<file path="src/rtl/image_read_stream_pkg.sv">
// Shared definitions for the frame reader and the BMP writer chain:
// FSM encoding, byte lanes of the 48-bit pixel-pair word, frame defaults.
package img_pkg;

    localparam int IMG_WIDTH  = 512;
    localparam int IMG_HEIGHT = 512;

    localparam logic [2:0] ST_IDLE   = 3'd0;
    localparam logic [2:0] ST_VSYNC  = 3'd1;
    localparam logic [2:0] ST_HBLANK = 3'd2;
    localparam logic [2:0] ST_DATA   = 3'd3;
    localparam logic [2:0] ST_DONE   = 3'd4;

    // Byte-lane LSB positions inside {R1,G1,B1,R0,G0,B0}
    localparam int B0_LSB = 0;
    localparam int G0_LSB = 8;
    localparam int R0_LSB = 16;
    localparam int B1_LSB = 24;
    localparam int G1_LSB = 32;
    localparam int R1_LSB = 40;

    typedef struct packed {
        logic [7:0] r;
        logic [7:0] g;
        logic [7:0] b;
    } rgb_t;

    // Extract the left (odd=0) or right (odd=1) pixel of a pair word
    function automatic rgb_t get_pix(input logic [47:0] w, input logic odd);
        rgb_t p;
        if (odd) begin
            p.r = w[R1_LSB +: 8];
            p.g = w[G1_LSB +: 8];
            p.b = w[B1_LSB +: 8];
        end else begin
            p.r = w[R0_LSB +: 8];
            p.g = w[G0_LSB +: 8];
            p.b = w[B0_LSB +: 8];
        end
        return p;
    endfunction

endpackage

</file>
<file path="src/rtl/image_read_stream_if.sv">
// Frame-buffer read port plus the outgoing pixel-pair stream.
// master = the reader, slave = RAM + downstream consumer.
interface image_read_stream_if #(
    parameter int ADDR_W = 17
);
    logic              mem_rd;
    logic [ADDR_W-1:0] mem_addr;
    logic [47:0]       mem_rdata;
    logic              VSYNC;
    logic              HSYNC;
    logic [7:0]        DATA_R0, DATA_G0, DATA_B0;
    logic [7:0]        DATA_R1, DATA_G1, DATA_B1;

    modport master (
        output mem_rd, mem_addr, VSYNC, HSYNC,
               DATA_R0, DATA_G0, DATA_B0, DATA_R1, DATA_G1, DATA_B1,
        input  mem_rdata
    );

    modport slave (
        input  mem_rd, mem_addr, VSYNC, HSYNC,
               DATA_R0, DATA_G0, DATA_B0, DATA_R1, DATA_G1, DATA_B1,
        output mem_rdata
    );
endinterface

</file>
<file path="src/rtl/image_read_stream_addr_gen.sv">
// Row/column counters and bottom-up BMP word address.
// Counters advance once per read; held at zero while the reader is idle.
module img_addr_gen #(
    parameter int WIDTH  = 512,
    parameter int HEIGHT = 512,
    parameter int ADDR_W = 17
) (
    input  logic              HCLK,
    input  logic              HRESETn,
    input  logic              clr,
    input  logic              adv,
    output logic              col_last,
    output logic              row_last,
    output logic [ADDR_W-1:0] addr
);
    localparam int COLS  = WIDTH / 2;
    localparam int COL_W = (COLS > 1) ? $clog2(COLS) : 1;
    localparam int ROW_W = (HEIGHT > 1) ? $clog2(HEIGHT) : 1;

    logic [COL_W-1:0] col_q;
    logic [ROW_W-1:0] row_q;

    assign col_last = (col_q == COL_W'(COLS - 1));
    assign row_last = (row_q == ROW_W'(HEIGHT - 1));

    // Rows are stored bottom-up, so the first emitted row is the last stored one
    assign addr = (ADDR_W'(HEIGHT - 1) - ADDR_W'(row_q)) * ADDR_W'(COLS) + ADDR_W'(col_q);

    // Column steps each read; wraps and bumps the row on the last pair of a row
    always_ff @(posedge HCLK or negedge HRESETn) begin
        if (!HRESETn) begin
            col_q <= '0;
            row_q <= '0;
        end else if (clr) begin
            col_q <= '0;
            row_q <= '0;
        end else if (adv) begin
            if (col_last) begin
                col_q <= '0;
                row_q <= row_last ? '0 : row_q + ROW_W'(1);
            end else begin
                col_q <= col_q + COL_W'(1);
            end
        end
    end

endmodule

</file>
<file path="src/rtl/image_read_stream.sv">
// Frame reader: pulls a bottom-up BGR frame from a synchronous RAM and
// emits it top-row-first as RGB888 pixel pairs framed by VSYNC/HSYNC.
module image_read_stream
    import img_pkg::*;
#(
    parameter int WIDTH          = IMG_WIDTH,
    parameter int HEIGHT         = IMG_HEIGHT,
    parameter int START_UP_DELAY = 100,
    parameter int HSYNC_DELAY    = 160,
    parameter int ADDR_W         = 17
) (
    input  logic                HCLK,
    input  logic                HRESETn,
    input  logic                start,
    output logic                busy,
    output logic                ctrl_done,
    image_read_stream_if.master bus
);
    localparam int DLY_MAX = (START_UP_DELAY > HSYNC_DELAY) ? START_UP_DELAY : HSYNC_DELAY;
    localparam int DLY_W   = $clog2(DLY_MAX + 1);
    localparam logic [DLY_W-1:0] SUD_LOAD = DLY_W'(START_UP_DELAY - 1);
    localparam logic [DLY_W-1:0] HSD_LOAD = DLY_W'(HSYNC_DELAY - 1);

    logic [2:0]        state_q, state_d;
    logic [DLY_W-1:0]  dly_q, dly_d;
    logic              rd;
    logic              col_last, row_last;
    logic [ADDR_W-1:0] addr;
    logic              hsync_q;
    logic              done_q;
    logic [47:0]       pair_q, pair_out;
    rgb_t              px0, px1;

    assign rd        = (state_q == ST_DATA);
    assign busy      = (state_q != ST_IDLE);
    assign ctrl_done = done_q;

    img_addr_gen #(
        .WIDTH  (WIDTH),
        .HEIGHT (HEIGHT),
        .ADDR_W (ADDR_W)
    ) u_addr (
        .HCLK     (HCLK),
        .HRESETn  (HRESETn),
        .clr      (state_q == ST_IDLE),
        .adv      (rd),
        .col_last (col_last),
        .row_last (row_last),
        .addr     (addr)
    );

    // Next-state and delay reload; start in the ctrl_done cycle is dropped
    always_comb begin
        state_d = state_q;
        dly_d   = dly_q;
        case (state_q)
            ST_IDLE: begin
                if (start && !done_q) begin
                    state_d = ST_VSYNC;
                    dly_d   = SUD_LOAD;
                end
            end
            ST_VSYNC: begin
                if (dly_q == '0) begin
                    state_d = ST_HBLANK;
                    dly_d   = HSD_LOAD;
                end else begin
                    dly_d = dly_q - DLY_W'(1);
                end
            end
            ST_HBLANK: begin
                if (dly_q == '0) begin
                    state_d = ST_DATA;
                    dly_d   = '0;
                end else begin
                    dly_d = dly_q - DLY_W'(1);
                end
            end
            ST_DATA: begin
                if (col_last) begin
                    if (row_last) begin
                        state_d = ST_DONE;
                        dly_d   = '0;
                    end else begin
                        state_d = ST_HBLANK;
                        dly_d   = HSD_LOAD;
                    end
                end
            end
            ST_DONE: begin
                state_d = ST_IDLE;
                dly_d   = '0;
            end
            default: begin
                state_d = ST_IDLE;
                dly_d   = '0;
            end
        endcase
    end

    // FSM state and delay counter registers
    always_ff @(posedge HCLK or negedge HRESETn) begin
        if (!HRESETn) begin
            state_q <= ST_IDLE;
            dly_q   <= '0;
        end else begin
            state_q <= state_d;
            dly_q   <= dly_d;
        end
    end

    // HSYNC trails the read strobe by the RAM latency; done pulses after DONE.
    // pair_q keeps the last valid pair so DATA_* hold while HSYNC is low.
    always_ff @(posedge HCLK or negedge HRESETn) begin
        if (!HRESETn) begin
            hsync_q <= 1'b0;
            done_q  <= 1'b0;
            pair_q  <= '0;
        end else begin
            hsync_q <= rd;
            done_q  <= (state_q == ST_DONE);
            if (hsync_q)
                pair_q <= bus.mem_rdata;
        end
    end

    // While HSYNC is high the returning RAM word is the pair; else replay the held one
    assign pair_out = hsync_q ? bus.mem_rdata : pair_q;
    assign px0      = get_pix(pair_out, 1'b0);
    assign px1      = get_pix(pair_out, 1'b1);

    assign bus.mem_rd   = rd;
    assign bus.mem_addr = rd ? addr : '0;
    assign bus.VSYNC    = (state_q == ST_VSYNC);
    assign bus.HSYNC    = hsync_q;
    assign bus.DATA_R0  = px0.r;
    assign bus.DATA_G0  = px0.g;
    assign bus.DATA_B0  = px0.b;
    assign bus.DATA_R1  = px1.r;
    assign bus.DATA_G1  = px1.g;
    assign bus.DATA_B1  = px1.b;

endmodule

</file>
<file path="src/flat_wrapper.sv">
// flat-port wrapper written by rule: the top's interface ports become plain ports
module image_read_stream_flat import img_pkg::*;
#(
    parameter int WIDTH          = IMG_WIDTH,
    parameter int HEIGHT         = IMG_HEIGHT,
    parameter int START_UP_DELAY = 100,
    parameter int HSYNC_DELAY    = 160,
    parameter int ADDR_W         = 17
)
  (HCLK, HRESETn, start, busy, ctrl_done, bus_mem_rd, bus_mem_addr, bus_VSYNC, bus_HSYNC, bus_DATA_R0, bus_DATA_G0, bus_DATA_B0, bus_DATA_R1, bus_DATA_G1, bus_DATA_B1, bus_mem_rdata);
  image_read_stream_if #(.ADDR_W(ADDR_W)) bus_i ();
  input  logic HCLK;
  input  logic HRESETn;
  input  logic start;
  output logic busy;
  output logic ctrl_done;
  output wire logic [$bits(bus_i.mem_rd)-1:0] bus_mem_rd;
  output wire logic [$bits(bus_i.mem_addr)-1:0] bus_mem_addr;
  output wire logic [$bits(bus_i.VSYNC)-1:0] bus_VSYNC;
  output wire logic [$bits(bus_i.HSYNC)-1:0] bus_HSYNC;
  output wire logic [$bits(bus_i.DATA_R0)-1:0] bus_DATA_R0;
  output wire logic [$bits(bus_i.DATA_G0)-1:0] bus_DATA_G0;
  output wire logic [$bits(bus_i.DATA_B0)-1:0] bus_DATA_B0;
  output wire logic [$bits(bus_i.DATA_R1)-1:0] bus_DATA_R1;
  output wire logic [$bits(bus_i.DATA_G1)-1:0] bus_DATA_G1;
  output wire logic [$bits(bus_i.DATA_B1)-1:0] bus_DATA_B1;
  input wire logic [$bits(bus_i.mem_rdata)-1:0] bus_mem_rdata;
  assign bus_mem_rd = bus_i.mem_rd;
  assign bus_mem_addr = bus_i.mem_addr;
  assign bus_VSYNC = bus_i.VSYNC;
  assign bus_HSYNC = bus_i.HSYNC;
  assign bus_DATA_R0 = bus_i.DATA_R0;
  assign bus_DATA_G0 = bus_i.DATA_G0;
  assign bus_DATA_B0 = bus_i.DATA_B0;
  assign bus_DATA_R1 = bus_i.DATA_R1;
  assign bus_DATA_G1 = bus_i.DATA_G1;
  assign bus_DATA_B1 = bus_i.DATA_B1;
  assign bus_i.mem_rdata = bus_mem_rdata;
  image_read_stream #(.WIDTH(WIDTH), .HEIGHT(HEIGHT), .START_UP_DELAY(START_UP_DELAY), .HSYNC_DELAY(HSYNC_DELAY), .ADDR_W(ADDR_W)) u_core (.HCLK(HCLK), .HRESETn(HRESETn), .start(start), .busy(busy), .ctrl_done(ctrl_done), .bus(bus_i));
endmodule
</file>
<file path="config.mk">
export PLATFORM = sky130hd
export DESIGN_NAME = image_read_stream_flat
export DESIGN_NICKNAME = d
export VERILOG_FILES = /design/src/rtl/image_read_stream_pkg.sv /design/src/rtl/image_read_stream_if.sv /design/src/rtl/image_read_stream_addr_gen.sv /design/src/rtl/image_read_stream.sv /design/src/flat_wrapper.sv
export SDC_FILE = /design/constraint.sdc
export NUM_CORES = 1
export LEC_CHECK = 0
export BUFFER_PORTS_ARGS = -buffer_cell sky130_fd_sc_hd__buf_4
export CORE_MARGIN = 8
export CORE_UTILIZATION = 45
export DETAILED_ROUTE_END_ITERATION = 8
export MAX_ROUTING_LAYER = met4
export PLACE_DENSITY = 0.82
export REMOVE_ABC_BUFFERS = 1
export SETUP_SLACK_MARGIN = 0.2
export SYNTH_ARGS = -nofsm -noshare
export SYNTH_HDL_FRONTEND = slang
export SYNTH_SLANG_ARGS = --single-unit
</file>
<file path="constraint.sdc">
create_clock -name HCLK -period 2.7 [get_ports HCLK]
set_clock_uncertainty 0.1 [all_clocks]
set_input_delay 0.27 -clock HCLK [delete_from_list [all_inputs] [get_ports HCLK]]
set_output_delay 0.27 -clock HCLK [all_outputs]
set_load 0.02 [all_outputs]
</file>
==> results.cfg <==
[timing]
hold_viol_final = 0
tightest_slew_ns = 0.616
drv_slew = 0
max_slew_margin_pct = 58.9
timing.final.crit_share_pct = 87.5
rsz0062_at_grt = yes
min_period_ns = 2.36
fmaxAchievable_mhz = 423
finalSetupTns_ns = 0
holdWs_ns = 0.0670
setup_violations = 0

[cts]
numCtsBuffers = 9
cts.clk_slew.worst_paths_ns = 0.09
clk_latency_ns = 0.35
cts_buffer_depth = 2
clock-root-buffer = clkbuf_8
cts_sinks = 78
cts-htree-levels = 3
cts_tree = done

[setup_path]
path_max_fanout = 7
r2r_cells = 9
worstPathArrival_ns = 2.54
timing.rr.end = u_core.dly_q[3]$_DFFE_PN0P_
critPathKind = reg2reg
worst_ep_required_time_ns = 2.88
end_kind = register
worstSetupStartpointType = register
r2r-start = u_core.u_addr.row_q[0]$_DFFE_PN0P_
r2r_slack_ns = 0.34

[cells_and_area]
finalInstanceArea_mm2 = 0.00489
n_antenna_cell = 0
syn_to_final_growth_pct = 34.6
final_nets = 486
stdcell_count = 537
fillers = 578
drive_above_1_share_pct = 48.5

[power]
finalPower_mw = 2.45
p_leak_nw = 2.28
p_per_area_mw_per_mm2 = 501
irDropWorstVdd_mv = 0.257

[placed_design]
placed_cells = 519
io_buffers = 120
place_area_mm2 = 0.00464
gp_congestion = 0.851
dpl.hpwl_um = 7060

[flow_run]
cap_violations = 0

[outcome]
status = finished, final reports clean

[global_routing]
grt-ovfl-total = 0
grt_max_degree = 48
antenna_found_initial = 0
grt_pass1_vias = 2734
grt_pass1_wl_um = 14800
grt_usage_pct = 16.9

[synthesis]
syn_avg_cell_area_um2 = 11.9
synth_cell_type_count = 54
synth_async_sr_flop_share_pct = 100
synth_edf_count = 0
synthFlopType = dfrtp_1
synth_area_mm2 = 0.00363
syn_inst = 306
synth-seq-cells = 78
yosysWarnings = 0
yosysSeqAreaShare_pct = 53.7

[min_path]
hold_class = in2reg
hold_start = bus_mem_rdata[15]
whs_path_depth = 2
worstHoldEndpoint = u_core.pair_q[15]$_DFF_PN0_

[detailed_routing]
vias_per_cell = 5.30
initialDrtViolationCount = 124
routedWlPerCell_um = 17.4
route.detailed.drc = 0
antenna_left = 0
firstDrtPassIters = 4
wirelength_um = 9320
num_vias = 2848

[floorplan]
die_area_mm2 = 0.0112
die_w_um = 106
initial_utilization_pct = 46.8
die_y_um = 106
num_rows = 32
coreArea_mm2 = 0.00777
io-pin-count = 121
-- synthesized netlist by cell type, types with 2 or more instances --
cell type   n  area, µm²
dfrtp_1    78       1950
a21oi_1     7       35.0
buf_1       2       7.51
nand4_2     2       25.0
nand2_1    18       67.6
nor2_2      2       12.5
a21o_1      3       22.5
o2bb2ai_1   3       26.3
nand3_1     7       35.0
ha_1        5       62.6
clkbuf_1    4       15.0
mux2_2     48        541
nor3_1      3       15.0
inv_1       6       22.5
o21ai_4     2       32.5
buf_2       2       10.0
and2_1      6       37.5
nor2_1     32        120
buf_6       3       33.8
xor2_1      4       35.0
nor3_2      3       30.0
nand4_1     2       12.5
o21ai_1     8       40.0
o31ai_1     2       15.0
o21ai_0    10       50.1
o21a_1      2       15.0
nand2b_1    4       25.0
and3_1      6       37.5
a31oi_1     6       37.5
inv_2       2       7.51
-- metrics by stage --
step	worst slack [ns]	util [%]
2_1_floorplan	0.465	-
3_3_place_gp	0.349	59.7
3_5_place_dp	0.277	59.7
4_1_cts	0.258	62.8
5_1_grt	0.197	62.9
6_report	0.338	62.9
-- worst max-delay path by stage --
stage	start	to	slack (ns)	cells after the start
floorplan	u_core.bus.HSYNC$_DFF_PN0_	bus_DATA_B0[0]	0.47	1
global placement	u_core.u_addr.row_q[0]$_DFFE_PN0P_	u_core.u_addr.row_q[7]$_DFFE_PN0P_	0.35	9
detailed placement	u_core.u_addr.row_q[0]$_DFFE_PN0P_	u_core.u_addr.row_q[7]$_DFFE_PN0P_	0.28	9
CTS	u_core.u_addr.row_q[0]$_DFFE_PN0P_	u_core.u_addr.row_q[7]$_DFFE_PN0P_	0.26	9
global route	u_core.u_addr.row_q[0]$_DFFE_PN0P_	u_core.dly_q[3]$_DFFE_PN0P_	0.20	9
finish	u_core.u_addr.row_q[0]$_DFFE_PN0P_	u_core.dly_q[3]$_DFFE_PN0P_	0.34	9
-- critical path, stage by stage (launching register included) --
cell and delay [ns]:
dfrtp_1 0.42, ha_1 0.23, and3_1 0.21, and3_1 0.21, and3_1 0.19, ha_2 0.21
a21oi_1 0.15, a31oi_1 0.05, or3_1 0.35, o2bb2ai_1 0.16
-- cell usage in the layout (no fill, tap or decap), drive strengths merged, types with 6 or more instances in the layout --
| cell | count |
|---|---|
| a21oi | 8 |
| a31oi | 6 |
| and2 | 6 |
| and3 | 6 |
| buf | 123 |
| clkbuf | 9 |
| dfrtp | 78 |
| inv | 12 |
| mux2 | 48 |
| nand2 | 19 |
| nand3 | 7 |
| nor2 | 34 |
| nor3 | 7 |
| o21ai | 20 |
-- final cells by class --
class / instances / area [µm²] / area share, %
sequential: 78 / 1950 / 40.0
inverter: 9 / 36.3 / 0.742
multi-input combinational: 208 / 1580 / 32.4
timing repair buffer: 124 / 958 / 19.6
tap: 102 / 128 / 2.61
clock buffer: 9 / 124 / 2.53
clock inverter: 7 / 105 / 2.15
-- flip-flops by register name, indices dropped and copies added (netlist names) --
signal,flops
u_core.state_q,3
u_core.ctrl_done,1
u_core.bus.HSYNC,1
u_core.pair_q,48
u_core.dly_q,8
u_core.u_addr.col_q,8
u_core.u_addr.row_q,9
-- repair_timing --
item / 4_1_cts / 5_1_grt
setup endpoints to repair: 0 / 5
endpoints found under the hold margin: 46 / 0
setup buffers: 0 / 1
hold buffers: 1 / 0
gates resized for setup: 0 / 2
-- power breakdown --
group | internal (mW) | leakage (nW) | switching (mW) | total, mW
clock | 0.535 | 0.112 | 0.458 | 0.993
combinational | 0.121 | 1.23 | 0.121 | 0.243
sequential | 1.20 | 0.938 | 0.00851 | 1.21
total | 1.86 | 2.28 | 0.588 | 2.45
-- kinds of logic (layout without fill, tap and decap cells) --
| kind of cell | count (synthesis) | in the layout | share of synthesized area (%) |
|---|---|---|---|
| AND/OR/NAND/NOR | 96 | 96 | 15.1 |
| flip-flops | 78 | 78 | 53.7 |
| AO/OA/AOI/OAI | 53 | 53 | 10.3 |
| multiplexers | 49 | 49 | 15.2 |
| buffers and inverters | 20 | 149 | 2.82 |
| adder cells (fa/ha/maj) | 5 | 5 | 1.72 |
| XOR/XNOR | 5 | 5 | 1.21 |
-- routing by layer --
metal	up-vias	global-route usage [%]	part of all wire, %
li1	1337	-	-
met1	1380	21.2	46
met3	10	5.30	7.5
met2	121	24.8	45
met5	-	-	0
met4	0	6.93	1.6
No activity file was read; power rests on OpenSTA's default activity.
